===== src/rtl/hs_pipe_pkg.sv =====
// -----------------------------------------------------------------------------
// hs_pipe_pkg
//
// Shared definitions for the clocked micropipeline (hs_pipeline_top):
//   - default data width and stage count
//   - state encodings for the upstream (input) and downstream (output)
//     four-phase handshake controllers
// -----------------------------------------------------------------------------
package hs_pipe_pkg;

  // Default word width carried through the pipeline.
  localparam int unsigned HS_DATA_W = 16;

  // Default number of register stages between capture and presentation.
  localparam int unsigned HS_DEPTH  = 3;

  // Upstream controller: waiting for a request, or holding the acknowledge
  // until the producer returns its request to zero.
  typedef enum logic {
    I_IDLE = 1'b0,
    I_ACK  = 1'b1
  } in_state_e;

  // Downstream controller: nothing offered, request raised, or waiting for
  // the consumer to return its acknowledge to zero.
  typedef enum logic [1:0] {
    O_IDLE = 2'd0,
    O_REQ  = 2'd1,
    O_WAIT = 2'd2
  } out_state_e;

endpackage : hs_pipe_pkg


===== src/rtl/hs_pipe_stage.sv =====
// -----------------------------------------------------------------------------
// hs_pipe_stage
//
// One register stage of the micropipeline: a data register plus a full flag.
//
// Build option:
//   HS_PIPE_DATA_CLEAR_EN  when defined, the data register is cleared to zero
//                          on the edge the stage is emptied; otherwise the
//                          last word is retained. Full-flag timing is the
//                          same either way.
//
// Ports:
//   clk     in   rising-edge clock
//   rst_n   in   asynchronous active-low reset (empties stage, zeroes data)
//   load_i  in   capture data_i and mark the stage full at the next edge
//   free_i  in   mark the stage empty at the next edge
//   data_i  in   word to capture
//   full_o  out  stage currently holds a word
//   data_o  out  stored word
//
// The controller never asserts load_i and free_i together (load needs an
// empty stage, free needs a full one); load is given priority regardless.
// -----------------------------------------------------------------------------
module hs_pipe_stage
  import hs_pipe_pkg::*;
#(
  parameter int unsigned DATA_W = HS_DATA_W
) (
  input  logic              clk,
  input  logic              rst_n,
  input  logic              load_i,
  input  logic              free_i,
  input  logic [DATA_W-1:0] data_i,
  output logic              full_o,
  output logic [DATA_W-1:0] data_o
);

  logic              full_q, full_d;
  logic [DATA_W-1:0] data_q, data_d;

  always_comb begin
    full_d = full_q;
    data_d = data_q;
    if (load_i) begin
      full_d = 1'b1;
      data_d = data_i;
    end else if (free_i) begin
      full_d = 1'b0;
`ifdef HS_PIPE_DATA_CLEAR_EN
      data_d = '0;
`else
      data_d = data_q;
`endif
    end
  end

  // Data is reset too: out_data must read zero while reset is asserted.
  always_ff @(posedge clk or negedge rst_n) begin
    if (!rst_n) begin
      full_q <= 1'b0;
      data_q <= '0;
    end else begin
      full_q <= full_d;
      data_q <= data_d;
    end
  end

  assign full_o = full_q;
  assign data_o = data_q;

endmodule : hs_pipe_stage


===== src/rtl/hs_pipeline_top.sv =====
// -----------------------------------------------------------------------------
// hs_pipeline_top
//
// Clocked emulation of an asynchronous request/acknowledge micropipeline.
// A word is captured from a four-phase upstream producer, rippled through
// DEPTH register stages, and offered to a four-phase downstream consumer.
//
// Build option:
//   HS_PIPE_DATA_CLEAR_EN  emptied stages clear their data to zero (see
//                          hs_pipe_stage); handshake timing is unchanged.
//
// Parameters:
//   DATA_W   word width
//   DEPTH    number of stages (>= 1)
//
// Ports:
//   clk       in   rising-edge clock
//   rst_n     in   asynchronous active-low reset; discards words in flight
//   in_req    in   upstream request (level, return-to-zero)
//   in_data   in   upstream word, stable while in_req=1 and out_ack=0
//   in_ack    in   downstream acknowledge of out_req (level, return-to-zero)
//   out_req   out  downstream request; out_data valid while high
//   out_ack   out  upstream acknowledge of in_req
//   out_data  out  word held in the last stage
// -----------------------------------------------------------------------------
module hs_pipeline_top
  import hs_pipe_pkg::*;
#(
  parameter int unsigned DATA_W = HS_DATA_W,
  parameter int unsigned DEPTH  = HS_DEPTH
) (
  input  logic              clk,
  input  logic              rst_n,
  input  logic              in_req,
  input  logic [DATA_W-1:0] in_data,
  input  logic              in_ack,
  output logic              out_req,
  output logic              out_ack,
  output logic [DATA_W-1:0] out_data
);

  localparam int unsigned LAST = DEPTH - 1;

  // ---------------------------------------------------------------------------
  // Stage array
  // ---------------------------------------------------------------------------
  logic [DEPTH-1:0]  stage_full;
  logic [DEPTH-1:0]  stage_load;
  logic [DEPTH-1:0]  stage_free;
  logic [DATA_W-1:0] stage_data [DEPTH];

  // Upstream capture and downstream pop strobes from the two controllers.
  logic capture;
  logic pop;

  for (genvar k = 0; k < DEPTH; k++) begin : g_stage
    logic [DATA_W-1:0] load_data;

    // Stage 0 is fed by the input controller; later stages take a word from
    // their predecessor only when they were empty before the edge, so a
    // stage being vacated this edge stays empty for one cycle (a bubble).
    if (k == 0) begin : g_head
      assign stage_load[k] = capture;
      assign load_data     = in_data;
    end else begin : g_body
      assign stage_load[k] = stage_full[k-1] && !stage_full[k];
      assign load_data     = stage_data[k-1];
    end

    // The last stage is emptied only by the consumer's acknowledge; every
    // other stage empties exactly when its successor loads from it.
    if (k == LAST) begin : g_tail
      assign stage_free[k] = pop;
    end else begin : g_mid
      assign stage_free[k] = stage_full[k] && !stage_full[k+1];
    end

    hs_pipe_stage #(
      .DATA_W (DATA_W)
    ) u_stage (
      .clk    (clk),
      .rst_n  (rst_n),
      .load_i (stage_load[k]),
      .free_i (stage_free[k]),
      .data_i (load_data),
      .full_o (stage_full[k]),
      .data_o (stage_data[k])
    );
  end

  assign out_data = stage_data[LAST];

  // ---------------------------------------------------------------------------
  // Input controller: one capture per in_req high phase
  // ---------------------------------------------------------------------------
  in_state_e in_state_q, in_state_d;

  always_ff @(posedge clk or negedge rst_n) begin
    if (!rst_n) begin
      in_state_q <= I_IDLE;
    end else begin
      in_state_q <= in_state_d;
    end
  end

  always_comb begin
    in_state_d = in_state_q;
    capture    = 1'b0;
    out_ack    = 1'b0;
    unique case (in_state_q)
      I_IDLE: begin
        // A full stage 0 is the only way the input is held off.
        if (in_req && !stage_full[0]) begin
          capture    = 1'b1;
          in_state_d = I_ACK;
        end
      end
      I_ACK: begin
        out_ack = 1'b1;
        if (!in_req) begin
          in_state_d = I_IDLE;
        end
      end
      default: begin
        in_state_d = I_IDLE;
      end
    endcase
  end

  // ---------------------------------------------------------------------------
  // Output controller: offer last stage, pop on ack, wait for ack to return
  // ---------------------------------------------------------------------------
  out_state_e out_state_q, out_state_d;

  always_ff @(posedge clk or negedge rst_n) begin
    if (!rst_n) begin
      out_state_q <= O_IDLE;
    end else begin
      out_state_q <= out_state_d;
    end
  end

  always_comb begin
    out_state_d = out_state_q;
    pop         = 1'b0;
    out_req     = 1'b0;
    unique case (out_state_q)
      O_IDLE: begin
        // Also requires in_ack low, so a new request never overlaps the
        // previous acknowledge.
        if (stage_full[LAST] && !in_ack) begin
          out_state_d = O_REQ;
        end
      end
      O_REQ: begin
        out_req = 1'b1;
        if (in_ack) begin
          pop         = 1'b1;
          out_state_d = O_WAIT;
        end
      end
      O_WAIT: begin
        if (!in_ack) begin
          out_state_d = O_IDLE;
        end
      end
      default: begin
        out_state_d = O_IDLE;
      end
    endcase
  end

endmodule : hs_pipeline_top


===== config.mk =====
export PLATFORM = sky130hd
export DESIGN_NAME = hs_pipeline_top
export DESIGN_NICKNAME = d
export VERILOG_FILES = /design/src/rtl/hs_pipe_pkg.sv /design/src/rtl/hs_pipe_stage.sv /design/src/rtl/hs_pipeline_top.sv
export SDC_FILE = /design/constraint.sdc
export NUM_CORES = 1
export LEC_CHECK = 0
export ABC_AREA = 1
export BUFFER_PORTS_ARGS = -buffer_cell sky130_fd_sc_hd__buf_4
export CAP_MARGIN = 20
export CORE_ASPECT_RATIO = 1.1
export CORE_MARGIN = 8
export CORE_UTILIZATION = 50
export CTS_BUF_LIST = sky130_fd_sc_hd__clkbuf_8
export CTS_CLUSTER_DIAMETER = 100
export DETAILED_ROUTE_END_ITERATION = 16
export PLACE_DENSITY = 0.7
export SYNTH_ARGS = -nofsm -noshare
export SYNTH_HDL_FRONTEND = slang
export SYNTH_SLANG_ARGS = --single-unit
export TNS_END_PERCENT = 20

===== constraint.sdc =====
create_clock -name clk -period 1.8 [get_ports clk]
set_clock_uncertainty 0.15 [all_clocks]
set_input_delay 0 -clock clk [delete_from_list [all_inputs] [get_ports clk]]
set_output_delay 0 -clock clk [all_outputs]
set_load 0.03 [all_outputs]

-- Word level (Yosys, flattened, before mapping)
Index checks and enable logic that the tools add are counted.
- register bits after elaboration: 54
- input port bits: 20
- output and inout bits: 18
- word-level logic and storage cells: 45
- equal/unequal tests: 5
- muxes and demuxes: 18
- bitwise logic cells: 1
- reductions and logical operators: 13
- operators by type and width (cell ; count):
    $mux W1 ; 13
    $mux W2 ; 3
    $ne A2 B2 Y1 const B ; 3
    $pmux W2 S3 ; 1
    $reduce_bool A2 Y1 ; 3
    $logic_and A1 B1 Y1 ; 4
    $logic_not A1 Y1 ; 4
    $reduce_and A3 Y1 ; 1
    $eq A2 B1 Y1 const B ; 1
    $eq A2 B2 Y1 const B ; 1
    $logic_not A2 Y1 ; 1
    $pmux W1 S2 ; 1
    $not A1 Y1 ; 1

-- Depth between registers and ports, before layout
- depth after elaboration: 5
- depth in mapped cells: 6
- mapped depth without buffers: 4

-- Cells and area by module
From an unflattened synthesis, not the netlist that was laid out.
- cells, all modules: 239
- area total of the unflattened synthesis: 2180.8 um^2
- by module, submodules not included (module ; instances ; cells each ; area an instance (um^2) ; sequential area each (um^2)):
    hs_pipe_stage ; 3 ; 72 ; 675.6 ; 425.4
    hs_pipeline_top ; 1 ; 23 ; 153.9 ; 75.1

-- Least setup slack after synthesis
Ideal clock, no wire load.
- kind: reg-to-reg
- start: reg in_state_q
- end: reg g_stage[0].u_stage.data_q[10]
- setup time: 0.117 ns
- arrival time: 1.009 ns
- required time: 1.533 ns
- path slack: 0.524 ns
- stages on the path, launching flop included: 6
- buffers on the path: 1
- period minus slack after synthesis: 1.276 ns
- cell sequence: dfrtp_1 -> inv_2 -> nand3_4 -> buf_6 -> nand2_1 -> nand2_1
- longest elaborated chain between the ends: 1
- ends and longest elaborated chain (item ; line ; RTL):
    start: declaration ; hs_pipeline_top.sv:96 ; in_state_e in_state_q, in_state_d;
    start signal: assignment ; hs_pipeline_top.sv:102 ; in_state_q <= in_state_d;
    $mux W1 ; hs_pipeline_top.sv:110 ; unique case (in_state_q)
    end signal: assignment ; hs_pipe_stage.sv:64 ; data_q <= data_d;
    end: declaration ; hs_pipe_stage.sv:39 ; logic [DATA_W-1:0] data_q, data_d;
No other way between the ends.
A chain may end at the register's enable or synchronous reset.

-- Worst setup path in the final report
- start: reg g_stage[0].u_stage.full_q
- end: reg g_stage[0].u_stage.data_q[14]
- longest elaborated chain between the ends: 4
- ends and longest elaborated chain (item ; line ; RTL):
    start: declaration ; hs_pipe_stage.sv:38 ; logic full_q, full_d;
    start signal: assignment ; hs_pipe_stage.sv:63 ; full_q <= full_d;
    $logic_not A1 Y1 ; hs_pipeline_top.sv:113 ; if (in_req && !stage_full[0]) begin
    $logic_and A1 B1 Y1 ; hs_pipeline_top.sv:113 ;
    $mux W1 ; hs_pipeline_top.sv:113 ;
    $mux W1 ; hs_pipeline_top.sv:110 ;
No other way between the ends.

==> load_flow_metrics.sql <==
INSERT INTO impl_metrics (metric_group, metric, value, unit) VALUES
('synthesis', 'yosysTopAreaCellShare', '61.8', '%'),
('place', 'dp_hpwl', '2830', 'µm'),
('route', 'routed-wl-met3', '295', 'µm'),
('synthesis', 'synth_async_sr_flop_share', '100', '%'),
('cts', 'tritoncts_num_sinks', '54', ''),
('synthesis', 'synth.distinct_cells', '17', ''),
('global_routing', 'grt_pass1_vias', '1864', ''),
('sta', 'final-hold-violation-count', '0', ''),
('critical_path', 'worstSetupStartpointType', 'register', ''),
('flow_run', 'max_cap_viol_count', '0', ''),
('critical_path', 'crit_path_max_fanout', '18', ''),
('sta', 'final.setup.tns', '0', 'ps'),
('cells_and_area', 'share_of_final_layout_standard_cells_stronger_than_drive_strength_1', '18.5', '%'),
('cts', 'cts_max_level', '2', ''),
('global_routing', 'global_route.usage.total', '15.0', '%'),
('sta', 'finalSetupViolCount', '0', ''),
('route', 'met1_length', '1930', 'µm'),
('floorplanning', 'fp.dieH', '85.4', 'µm'),
('place', 'dp.cells', '313', ''),
('global_routing', 'global_route_wire_length_before_repair', '8080', 'µm'),
('place', 'portBuffers', '37', ''),
('cts', 'tritoncts.num_buffers', '5', ''),
('route', 'remaining_antenna_violation_count', '0', ''),
('critical_path', 'timing.critical_path.required', '1890', 'ps'),
('synthesis', 'seq_area_frac_synth', '61.8', '%'),
('sta', 'min_period_over_period', '91.9', '%'),
('route', 'top_layer_used', 'met4', ''),
('floorplanning', 'core', '4250', 'µm²'),
('synthesis', 'synth-edff-count', '0', ''),
('critical_path', 'critical_path.endpoint_type', 'register', ''),
('floorplanning', 'rows', '25', ''),
('cells_and_area', 'finish.net_count', '321', ''),
('route', 'detail_route.wirelength', '4590', 'µm'),
('sta', 'hold_slack', '99.4', 'ps'),
('cells_and_area', 'num_antenna_cells', '0', ''),
('synthesis', 'flops_latches_synth', '54', ''),
('synthesis', 'synth_common_cells', 'nand2_1, dfrtp_1, nand3_1, nand4_1', ''),
('route', 'via_per_inst', '5.05', ''),
('sta', 'slew_headroom', '56.7', '%'),
('sta', 'timing.fmax', '605', 'MHz'),
('global_routing', 'grt_start_max_net_pins', '55', ''),
('synthesis', 'synth_most_common_cell', 'nand2_1', ''),
('cts', 'clockBufferDepth', '2', ''),
('route', 'wl_met2', '2280', 'µm'),
('sta', 'unrepaired_setup_endpoints_after_global_routing', 'no', ''),
('route', 'wl_per_cell', '12.9', 'µm'),
('sta', 'maxSlewViolCount', '0', ''),
('synthesis', 'synthTopCellsByArea', 'dfrtp_1, nand2_1, nand3_1', ''),
('synthesis', 'synthFlopType', 'dfrtp_1', ''),
('global_routing', 'antenna_violations_before_repair', '0', ''),
('route', 'first_pass_iters', '4', ''),
('cts', 'tritoncts_clock_tree', 'yes', ''),
('synthesis', 'synth_area', '2190', 'µm²'),
('power_and_ir_drop', 'power_density_over_the_cells', '1570', 'nW/µm²'),
('route', 'drt_iter0_markers', '108', ''),
('floorplanning', 'floorplan.io_pins', '38', ''),
('cells_and_area', 'syn2layout_area_growth', '32.7', '%'),
('synthesis', 'synth_area_per_cell', '9.43', 'µm²'),
('cts', 'cts-root-buf', 'clkbuf_8', ''),
('status', 'status', 'completed', ''),
('critical_path', 'ws_path_type', 'reg2reg', ''),
('floorplanning', 'initial_core_util', '51.4', '%'),
('power_and_ir_drop', 'ir_worst_vdd', '0.000684', 'V'),
('sta', 'worst_slew_pin_slew', '649', 'ps'),
('floorplanning', 'fp.dieW', '79.1', 'µm'),
('route', 'dr_total_vias', '1797', ''),
('synthesis', 'synth_top_cell_by_area', 'dfrtp_1', ''),
('global_routing', 'grt-ovfl-total', '0', ''),
('sta', 'final_period_minus_worst_setup_slack', '1650', 'ps'),
('critical_path', 'crit_arrival', '1750', 'ps'),
('route', 'drc_errors', '0', ''),
('floorplanning', 'die_area', '6750', 'µm²'),
('synthesis', 'synthesis.yosys.warnings', '0', ''),
('synthesis', 'synth_fp_nets', '252', ''),
('cts', 'clkSlewWorstSetupHoldPaths', '90', 'ps'),
('cts', 'clk-insertion-delay-late', '310', 'ps'),
('place', 'globalplace.congestion', '0.754', ''),
('cts', 'cts.repair_timing.setup_buffer_count', '0', ''),
('min_path', 'hp-class', 'in2async', ''),
('cells_and_area', 'post_layout_nonfiller_instances', '356', ''),
('synthesis', 'synthesis.instances', '232', ''),
('power_and_ir_drop', 'power_leakage', '1.51', 'nW');
## final timing paths
path | from | end | slack (ps) | cells past startpoint
hold reg to reg | g_stage[2].u_stage.data_o[1] | g_stage[2].u_stage.data_o[1] | 330 | 2
min in group clk | in_ack | out_state_q[0] | 250 | 3
setup / recovery | g_stage[0].u_stage.full_o | g_stage[0].u_stage.data_o[14] | 150 | 4
hold / removal | rst_n | g_stage[0].u_stage.data_o[13] | 100 | 2
setup reg to reg | g_stage[0].u_stage.full_o | g_stage[0].u_stage.data_o[14] | 150 | 4
max in group asynchronous | rst_n | g_stage[0].u_stage.full_o | 940 | 2
## through the flow
step                      util [%]  instance area, µm²  setup WS [ps]  power (W)
after floorplan                  -                2190            524    0.00331
after global placement        57.8                2460            451    0.00371
after detailed placement      57.8                2460            426    0.00377
after CTS                     68.1                2900           68.6    0.00455
after global routing          68.2                2900           84.5    0.00491
final                         68.2                2900            146    0.00455
## cells in the final DEF, fill, tap and decap left out
master         synthesis  routed
clkinvlp_4             0       1
dfrtp_2                0       1
inv_8                  1       1
dfrtp_1               54      53
nand2_2                1       1
clkbuf_8               0       5
dlygate4sd3_1          0      35
nand2_4                1       1
o21ai_0                2       2
buf_4                  5      40
inv_2                  2       1
nand3_1               34      34
clkinv_2               0       1
inv_4                  1       2
nand4_1               16      16
clkinv_4               0       1
nor2_1                 2       2
nand2_1              101     101
inv_1                  2       2
nand3_4                1       1
nor3_1                 1       1
## metal layers
layer / vias to the layer above / GRT usage [%]
met3: 4 / 4.97
met1: 839 / 16.6
met2: 60 / 24.8
met5: - / 0
li1: 894 / -
met4: 0 / 7.76
## area by class of cell
cell class              count  area, µm²
clock buffers               5       68.8
clock inverters             3       21.3
fillers                   354       1350
inverters                   6       35.0
multi-input cells         159        707
flip-flops and latches     54       1350
well taps                  54       67.6
repair buffers             75        651
## repair_timing
| action | in CTS | in global routing |
|---|---|---|
| hold endpoints to repair | 74 | 0 |
| hold buffers | 35 | 0 |
| endpoints found under the setup margin | 0 | 14 |
| resized for setup | 0 | 3 |
## logic make-up after synthesis
kind of cell | after synthesis | synth area share [%]
AOI/OAI and AO/OA | 2 | 0.458
buffers and inverters | 19 | 5.89
DFF | 54 | 61.8
and+or+nand+nor | 157 | 31.9
## flip-flops by register name (all words and copies together), names as in the netlist
signal                  flops
g_stage.u_stage.data_o     48
g_stage.u_stage.full_o      3
in_state_q                  1
out_state_q                 2
## worst max-delay path, stage by stage, from the launching register on
cell           delay (ps)
dfrtp_2               520
inv_8                 150
nand4_1               110
dlygate4sd3_1         580
nand2_1                80
## power breakdown
group	internal, W	switching [W]
clock	0.000274	0.000394
sequential	0.00172	0.000340
combinational	0.000676	0.00114
(Power assumes the default switching activity.)
